[src/rtl/updown_mod_counter.sv]
// updown_mod_counter: up/down modulo counter with programmable top, wrap or saturate, registered flags.
// Build macro CNT_PRESCALE_EN adds an enab prescaler so the counter steps once every PRESCALE enab cycles.
module updown_mod_counter #(
  parameter int WIDTH    = 5,
  parameter int MAX_VAL  = 2**WIDTH-1,
  parameter int SATURATE = 0,
  parameter int PRESCALE = 4
) (
  input  logic             clk,
  input  logic             rst,
  input  logic             load,
  input  logic             enab,
  input  logic             up_dn,
  input  logic [WIDTH-1:0] cnt_in,
  output logic [WIDTH-1:0] cnt_out,
  output logic             at_max,
  output logic             at_min,
  output logic             wrap,
  output logic             sat
);

  localparam logic [WIDTH:0]   MAX_X  = (WIDTH+1)'(MAX_VAL);
  localparam logic [WIDTH:0]   ONE_X  = (WIDTH+1)'(1);
  localparam logic [WIDTH:0]   ZERO_X = {(WIDTH+1){1'b0}};
  localparam logic [WIDTH-1:0] MAX_W  = MAX_X[WIDTH-1:0];
  localparam logic [WIDTH-1:0] ZERO_W = {WIDTH{1'b0}};
  // An illegal parameter set freezes stepping instead of counting through an undefined range.
  localparam logic CFG_OK = (WIDTH >= 2) && (MAX_VAL >= 1) && (MAX_VAL <= 2**WIDTH-1)
                            && (PRESCALE >= 2);

  logic             step_s;
  logic [WIDTH:0]   cnt_x_s;
  logic [WIDTH:0]   arith_x_s;
  logic [WIDTH-1:0] nxt_cnt_s;
  logic             nxt_wrap_s;
  logic             nxt_sat_s;

  logic [WIDTH-1:0] cnt_r;
  logic             at_max_r;
  logic             at_min_r;
  logic             wrap_r;
  logic             sat_r;

`ifdef CNT_PRESCALE_EN
  localparam int            PW      = $clog2(PRESCALE);
  localparam logic [PW-1:0] PRE_TOP = PW'(PRESCALE-1);
  localparam logic [PW-1:0] PRE_ONE = PW'(1);

  logic [PW-1:0] pre_r;

  assign step_s = enab && (pre_r == PRE_TOP) && CFG_OK;

  // Prescaler: advances on enab, returns to zero on the stepping cycle, cleared by rst and load.
  always_ff @(posedge clk) begin
    if (rst || load) begin
      pre_r <= {PW{1'b0}};
    end else if (enab) begin
      if (pre_r == PRE_TOP) pre_r <= {PW{1'b0}};
      else                  pre_r <= pre_r + PRE_ONE;
    end else begin
      pre_r <= pre_r;
    end
  end
`else
  assign step_s = enab && CFG_OK;
`endif

  // Next-state: load clamp, then a boundary-aware step in WIDTH+1 bits, else hold.
  always_comb begin
    cnt_x_s    = {1'b0, cnt_r};
    arith_x_s  = ZERO_X;
    nxt_cnt_s  = cnt_r;
    nxt_wrap_s = 1'b0;
    nxt_sat_s  = 1'b0;
    if (load) begin
      if ({1'b0, cnt_in} > MAX_X) nxt_cnt_s = MAX_W;
      else                        nxt_cnt_s = cnt_in;
    end else if (step_s) begin
      if (up_dn) begin
        if (cnt_x_s >= MAX_X) begin
          if (SATURATE != 0) begin
            nxt_cnt_s = MAX_W;
            nxt_sat_s = 1'b1;
          end else begin
            nxt_cnt_s  = ZERO_W;
            nxt_wrap_s = 1'b1;
          end
        end else begin
          arith_x_s = cnt_x_s + ONE_X;
          nxt_cnt_s = arith_x_s[WIDTH-1:0];
        end
      end else begin
        if (cnt_x_s == ZERO_X) begin
          if (SATURATE != 0) begin
            nxt_cnt_s = ZERO_W;
            nxt_sat_s = 1'b1;
          end else begin
            nxt_cnt_s  = MAX_W;
            nxt_wrap_s = 1'b1;
          end
        end else begin
          arith_x_s = cnt_x_s - ONE_X;
          nxt_cnt_s = arith_x_s[WIDTH-1:0];
        end
      end
    end else begin
      nxt_cnt_s = cnt_r;
    end
  end

  // State register: flags are derived from the next count so they never lag cnt_out.
  always_ff @(posedge clk) begin
    if (rst) begin
      cnt_r    <= ZERO_W;
      at_max_r <= 1'b0;
      at_min_r <= 1'b1;
      wrap_r   <= 1'b0;
      sat_r    <= 1'b0;
    end else begin
      cnt_r    <= nxt_cnt_s;
      at_max_r <= (nxt_cnt_s == MAX_W);
      at_min_r <= (nxt_cnt_s == ZERO_W);
      wrap_r   <= nxt_wrap_s;
      sat_r    <= nxt_sat_s;
    end
  end

  assign cnt_out = cnt_r;
  assign at_max  = at_max_r;
  assign at_min  = at_min_r;
  assign wrap    = wrap_r;
  assign sat     = sat_r;

endmodule

[config.mk]
export PLATFORM = sky130hd
export DESIGN_NAME = updown_mod_counter
export DESIGN_NICKNAME = d
export VERILOG_FILES = /design/src/rtl/updown_mod_counter.sv
export SDC_FILE = /design/constraint.sdc
export NUM_CORES = 1
export LEC_CHECK = 0
export BUFFER_PORTS_ARGS = -buffer_cell sky130_fd_sc_hd__buf_2
export CAP_MARGIN = 20
export CORE_MARGIN = 2
export CORE_UTILIZATION = 48
export DETAILED_ROUTE_END_ITERATION = 10
export PLACE_DENSITY = 0.72
export SYNTH_ARGS = -nofsm -noshare
export SYNTH_HDL_FRONTEND = slang
export SYNTH_SLANG_ARGS = --single-unit
[constraint.sdc]
create_clock -name clk -period 2.74 [get_ports clk]
set_clock_uncertainty 0.15 [all_clocks]
set_input_delay 0.137 -clock clk [delete_from_list [all_inputs] [get_ports clk]]
set_output_delay 0.137 -clock clk [all_outputs]
set_load 0.005 [all_outputs]
# Word level (Yosys, flattened, before mapping)
# Index checks and enable logic that the tools add are counted.
# classes
add_sub_neg	2
multipliers	0
n_div	0
magnitude_cmp	1
n_eq_ne	1
n_shift	0
n_mux	8
bitwise_logic	1
reduce_logical	3
# op_table
operator	n
2-to-1 mux 5 bit	5
zero test 5 bit	2
adder 5 x 1 -> 5 bit (second input constant)	1
equality test 5 bit (second input constant)	1
greater-or-equal comparator 5 bit (second input constant)	1
subtractor 5 x 1 -> 5 bit (second input constant)	1
2-to-1 mux 1 bit	3
OR reduction 3 bit	1
NOT 1 bit	1
# totals
reg_bits	8
latchBits	0
ramBits	0
romBits	0
out_inout_bits	9
word_cells	20
memories	0

# Longest topological paths before layout
# logic_depth
word_depth	6
mapped_depth	8
mapped_depth_nobuf	8

# Worst setup path after synthesis
# Ideal clock, no wire load.
# synth_timing
path_kind	reg2reg
start	register cnt_r[0], in the netlist cnt_out[0]
end	register at_min_r, in the netlist at_min
setup_ps	116
t_arrival_ps	1887
t_required_ps	2474
slack_ps	587
path_stages_with_launch	9
path_cell_list	dfxtp_1 -> ha_1 -> and3_1 -> ha_1 -> and2b_4 -> o211ai_1 -> a221oi_2 -> nor2b_1 -> a41o_1
# synth_between
elab_chain_cells	6
# synth_rtl
element	line_no	text
start: declaration	38	logic [WIDTH-1:0] cnt_r;
start signal: assignment	120	cnt_r <= nxt_cnt_s;
subtractor 5 x 1 -> 5 bit (tied with other cells)	102	arith_x_s = cnt_x_s - ONE_X;
2-to-1 mux 5 bit, on equally long branches	93, 80	
2-to-1 mux 5 bit	79	if (up_dn) begin
2-to-1 mux 5 bit (*)	78	end else if (step_s) begin
2-to-1 mux 5 bit (*)	75	if (load) begin
zero test 5 bit (*)	122	at_min_r <= (nxt_cnt_s == ZERO_W);
end signal: assignment	122	
end: declaration	40	logic at_min_r;
# Mark *: on every way between the ends. The rest lies on a longest branch, timed or not.
# A chain may end at the register's enable or synchronous reset.

# Worst setup path in the final report
# Same ends and word-level chain as after synthesis.

==> flow_summary.html <==
<table>
<tr><th>Metric</th><th>Value</th></tr>
<tr><th colspan="2">Detailed routing</th></tr>
<tr><td>Number of detailed-route iterations in the first pass</td><td>4</td></tr>
<tr><td>Number of routed nets with antenna violations</td><td>0</td></tr>
<tr><td>Wire length after detailed routing</td><td>approximately 1400 um</td></tr>
<tr><td>Number of remaining DRC errors</td><td>0</td></tr>
<tr><td>Total vias in the final route</td><td>around 580</td></tr>
<tr><td>Drt first-iter violations</td><td>10</td></tr>
<tr><td>Average wire per standard cell</td><td>13.6 um</td></tr>
<tr><td>Number of vias per cell after detailed routing</td><td>5.54</td></tr>
<tr><th colspan="2">Clock network</th></tr>
<tr><td>Clk buf depth</td><td>2</td></tr>
<tr><td>Total number of clock tree sinks</td><td>8</td></tr>
<tr><td>Root Driver</td><td>sky130_fd_sc_hd__clkbuf_4</td></tr>
<tr><td>Number of cells upsized or downsized after cts</td><td>0</td></tr>
<tr><td>CTS clk-pin slew, worst paths</td><td>around 0.05 ns</td></tr>
<tr><td>CTS tree</td><td>built</td></tr>
<tr><td>CTS buffer count</td><td>3</td></tr>
<tr><td>H-tree Lvls</td><td>1</td></tr>
<tr><td>Insertion delay to the later sink of the worst-skew pair</td><td>around 0.25 ns</td></tr>
<tr><th colspan="2">Global routing</th></tr>
<tr><td>Total GRT Usage</td><td>0.223</td></tr>
<tr><td>Number of antenna violations at the first check in global routing</td><td>0</td></tr>
<tr><td>Number of global-route vias before repair</td><td>554</td></tr>
<tr><td>Remaining global-route overflow</td><td>0</td></tr>
<tr><td>Global-route wire length before repair</td><td>2330 um</td></tr>
<tr><td>Maximum number of pins on one net before global-route repair</td><td>13</td></tr>
<tr><th colspan="2">Synth</th></tr>
<tr><td>Count of distinct cell types in the synthesized netlist</td><td>36</td></tr>
<tr><td>Simple-gate share of the synthesized area</td><td>0.251</td></tr>
<tr><td>Post-Synth Adder-Cell Area</td><td>0.0602</td></tr>
<tr><td>Number of enable flip-flop cells after synthesis</td><td>0</td></tr>
<tr><td>Mux share of post-synthesis cell area</td><td>0</td></tr>
<tr><td>Post-synthesis average cell area</td><td>approximately 8.5 um2</td></tr>
<tr><td>Area share of xor/xnor cells in the synthesized design</td><td>0.0562</td></tr>
<tr><td>Number of nets produced by synthesis</td><td>86</td></tr>
<tr><td>Top cell type's share of synthesized area</td><td>0.257</td></tr>
<tr><td>Synthesis warning total</td><td>0</td></tr>
<tr><td>Fraction of the mapped netlist area in compound gates</td><td>0.297</td></tr>
<tr><td>Synth Cell Area</td><td>just over 600 um2</td></tr>
<tr><td>Share of synthesized registers carrying an async set or reset</td><td>0</td></tr>
<tr><td>Part of the Yosys area used for sequential elements</td><td>0.257</td></tr>
<tr><td>Flops &amp; latches, synth</td><td>8</td></tr>
<tr><td>Most area-hungry cell type in the Yosys netlist</td><td>sky130_fd_sc_hd__dfxtp_1</td></tr>
<tr><td>Synthesized instance count</td><td>73</td></tr>
<tr><td>Top flip-flop cell by instance count after synthesis</td><td>sky130_fd_sc_hd__dfxtp_1</td></tr>
<tr><td>Dominant combinational cell family by area after synthesis</td><td>compound AO/OA/AOI/OAI gates</td></tr>
<tr><td>Most area-consuming cells after synthesis</td><td>sky130_fd_sc_hd__dfxtp_1, sky130_fd_sc_hd__ha_1, sky130_fd_sc_hd__nand2_1</td></tr>
<tr><th colspan="2">STA</th></tr>
<tr><td>Fin Setup TNS</td><td>0 ns</td></tr>
<tr><td>Maximum clock rate</td><td>between 400 and 500 MHz</td></tr>
<tr><td>Fin Hold WS</td><td>about 0.044 ns</td></tr>
<tr><td>Final Hold Violating Endpoints</td><td>0</td></tr>
<tr><td>Unrepaired setup endpoints after global routing</td><td>no</td></tr>
<tr><td>Share of the clock period used by the worst path after layout</td><td>0.846</td></tr>
<tr><td>Final setup violating endpoints</td><td>0</td></tr>
<tr><td>Shortest clock period the worst path allows after layout</td><td>between 2 and 2.5 ns</td></tr>
<tr><td>Count of final max-slew check failures</td><td>0</td></tr>
<tr><th colspan="2">Hold path</th></tr>
<tr><td>HP Class</td><td>input port to flip-flop</td></tr>
<tr><th colspan="2">Die</th></tr>
<tr><td>Initial Utilization</td><td>0.539</td></tr>
<tr><td>Placeable Area</td><td>around 1200 um2</td></tr>
<tr><td>Total I/O pin count</td><td>19</td></tr>
<tr><td>Die Height</td><td>between 40 and 50 um</td></tr>
<tr><td>Die outline width</td><td>between 40 and 50 um</td></tr>
<tr><td>Area enclosed by the die boundary</td><td>1600 um2</td></tr>
<tr><td>Floorplan row count</td><td>12</td></tr>
<tr><th colspan="2">Run status</th></tr>
<tr><td>Status</td><td>finished clean</td></tr>
<tr><th colspan="2">Setup path</th></tr>
<tr><td>Critical path launch point type</td><td>flip-flop</td></tr>
<tr><td>Capturing element type of the critical path</td><td>flip-flop</td></tr>
<tr><td>Req. time, crit path</td><td>approximately 2.7 ns</td></tr>
<tr><td>Class of the most critical setup path</td><td>flip-flop to flip-flop</td></tr>
<tr><td>Setup slack, reg-to-reg</td><td>around 0.42 ns</td></tr>
<tr><td>Critical Path AT</td><td>2.31 ns</td></tr>
<tr><td>Crit-path max FO</td><td>8</td></tr>
<tr><th colspan="2">Layout</th></tr>
<tr><td>Commonest non-fill, non-tap cell in the layout</td><td>sky130_fd_sc_hd__buf_2</td></tr>
<tr><td>Final instance count without filler cells</td><td>about 110</td></tr>
<tr><td>Finished Cell Area</td><td>between 700 and 800 um2</td></tr>
<tr><td>Layout filler cell count</td><td>roughly 120</td></tr>
<tr><td>Commonest non-fill, non-tap cells in the layout</td><td>sky130_fd_sc_hd__buf_2, sky130_fd_sc_hd__dfxtp_1, sky130_fd_sc_hd__nor2_1, sky130_fd_sc_hd__nand2_1, sky130_fd_sc_hd__inv_1</td></tr>
<tr><td>Antenna Diode Count</td><td>0</td></tr>
<tr><td>Total Nets Final</td><td>between 100 and 150</td></tr>
<tr><td>Fraction of layout instances using a drive strength above 1</td><td>0.330</td></tr>
<tr><td>Relative area change from synthesis to final layout</td><td>18.1%</td></tr>
<tr><th colspan="2">Place</th></tr>
<tr><td>Total half-perimeter wirelength after legalization and detailed placement</td><td>1140 um</td></tr>
<tr><td>Number of port buffers</td><td>17</td></tr>
<tr><td>Number of cells after detailed placement</td><td>around 100</td></tr>
<tr><td>Area after DPL</td><td>703 um2</td></tr>
<tr><td>Last weighted congestion value of the routability-driven placer</td><td>between 0.8 and 0.9</td></tr>
<tr><th colspan="2">Power</th></tr>
<tr><td>Pleak</td><td>0.339 nW</td></tr>
<tr><td>Final Power</td><td>approximately 0.32 mW</td></tr>
<tr><td>Cell Pwr Density</td><td>approximately 440 nW/um2</td></tr>
<tr><td>Peak supply drop</td><td>~0.33 mV</td></tr>
<tr><th colspan="2">Flow run</th></tr>
<tr><td>Number of max-capacitance violations reported</td><td>0</td></tr>
</table>
## critical path: stages, from the launching register on
cell	delay (ns)
sky130_fd_sc_hd__dfxtp_1	0.38
sky130_fd_sc_hd__ha_1	0.25
sky130_fd_sc_hd__and3_1	0.18
sky130_fd_sc_hd__ha_1	0.21
sky130_fd_sc_hd__and2b_4	0.28
sky130_fd_sc_hd__o211ai_1	0.10
sky130_fd_sc_hd__a221oi_2	0.33
sky130_fd_sc_hd__nor2b_1	0.09
sky130_fd_sc_hd__a41o_1	0.24
## final timing paths
check,startpoint,endpoint,cells after the start
worst max-delay path,cnt_out[0],at_min,8
worst min-delay path,cnt_in[0],cnt_out[0],3
worst max register to register,cnt_out[0],at_min,8
worst min register to register,cnt_out[4],cnt_out[4],3
## timing repair
item | CTS | global route
hold buffers | 1 | 0
hold endpoints to repair | 1 | 0
buffers inserted | 0 | 0
endpoints found under the setup margin | 0 | 0
## cell families after synthesis
kind of cell             after synthesis
XOR/XNOR                               4
other                                  1
buffers and inverters                  9
adder cells (fa/ha/maj)                3
AO/OA/AOI/OAI                         22
flip-flops                             8
AND/OR/NAND/NOR                       26
## synth_stat cells (2+ instances only)
cell type and instances:
sky130_fd_sc_hd__a21oi_1 3, sky130_fd_sc_hd__dfxtp_1 8, sky130_fd_sc_hd__ha_1 3, sky130_fd_sc_hd__inv_1 6, sky130_fd_sc_hd__nand2_1 7, sky130_fd_sc_hd__nand3_1 2
sky130_fd_sc_hd__nor2_1 7, sky130_fd_sc_hd__nor2b_1 3, sky130_fd_sc_hd__o21a_1 2, sky130_fd_sc_hd__o21ai_0 3, sky130_fd_sc_hd__o21ai_1 2, sky130_fd_sc_hd__xnor2_1 3
## sequential cells by signal, indices dropped and copies added, names as in the netlist
name     flops
wrap         1
at_max       1
cnt_out      5
at_min       1
## layout make-up
cell class	instances	area, um2	share of cell area
flip-flops and latches	8	160	0.218
inverters	6	22.5	0.0306
well taps	14	17.5	0.0238
multi-input cells	56	418	0.568
clock buffers	3	22.5	0.0306
repair buffers	18	95.1	0.129
## power by group
group	internal (mW)	leakage, nW	total (mW)	switching, mW
clock	0.0500	0.0138	0.0878	0.0378
combinational	0.0447	0.260	0.0929	0.0482
sequential	0.124	0.0661	0.139	0.0154
total	0.219	0.339	0.320	0.101
## through the flow
stage	setup slack (ns)	util
global placement	0.522	0.608
global route	0.297	0.636
floorplan	0.587	-
detailed placement	0.424	0.608
finish	0.421	0.636
CTS	0.417	0.636
## layer usage
layer	routed length [um]	GRT usage	up-vias
li1	-	-	298
met4	19	0.138	0
met2	686	0.367	13
met3	42	0.0333	4
met1	684	0.270	267
met5	0	0	-
No activity file was read; power rests on OpenSTA's default activity.
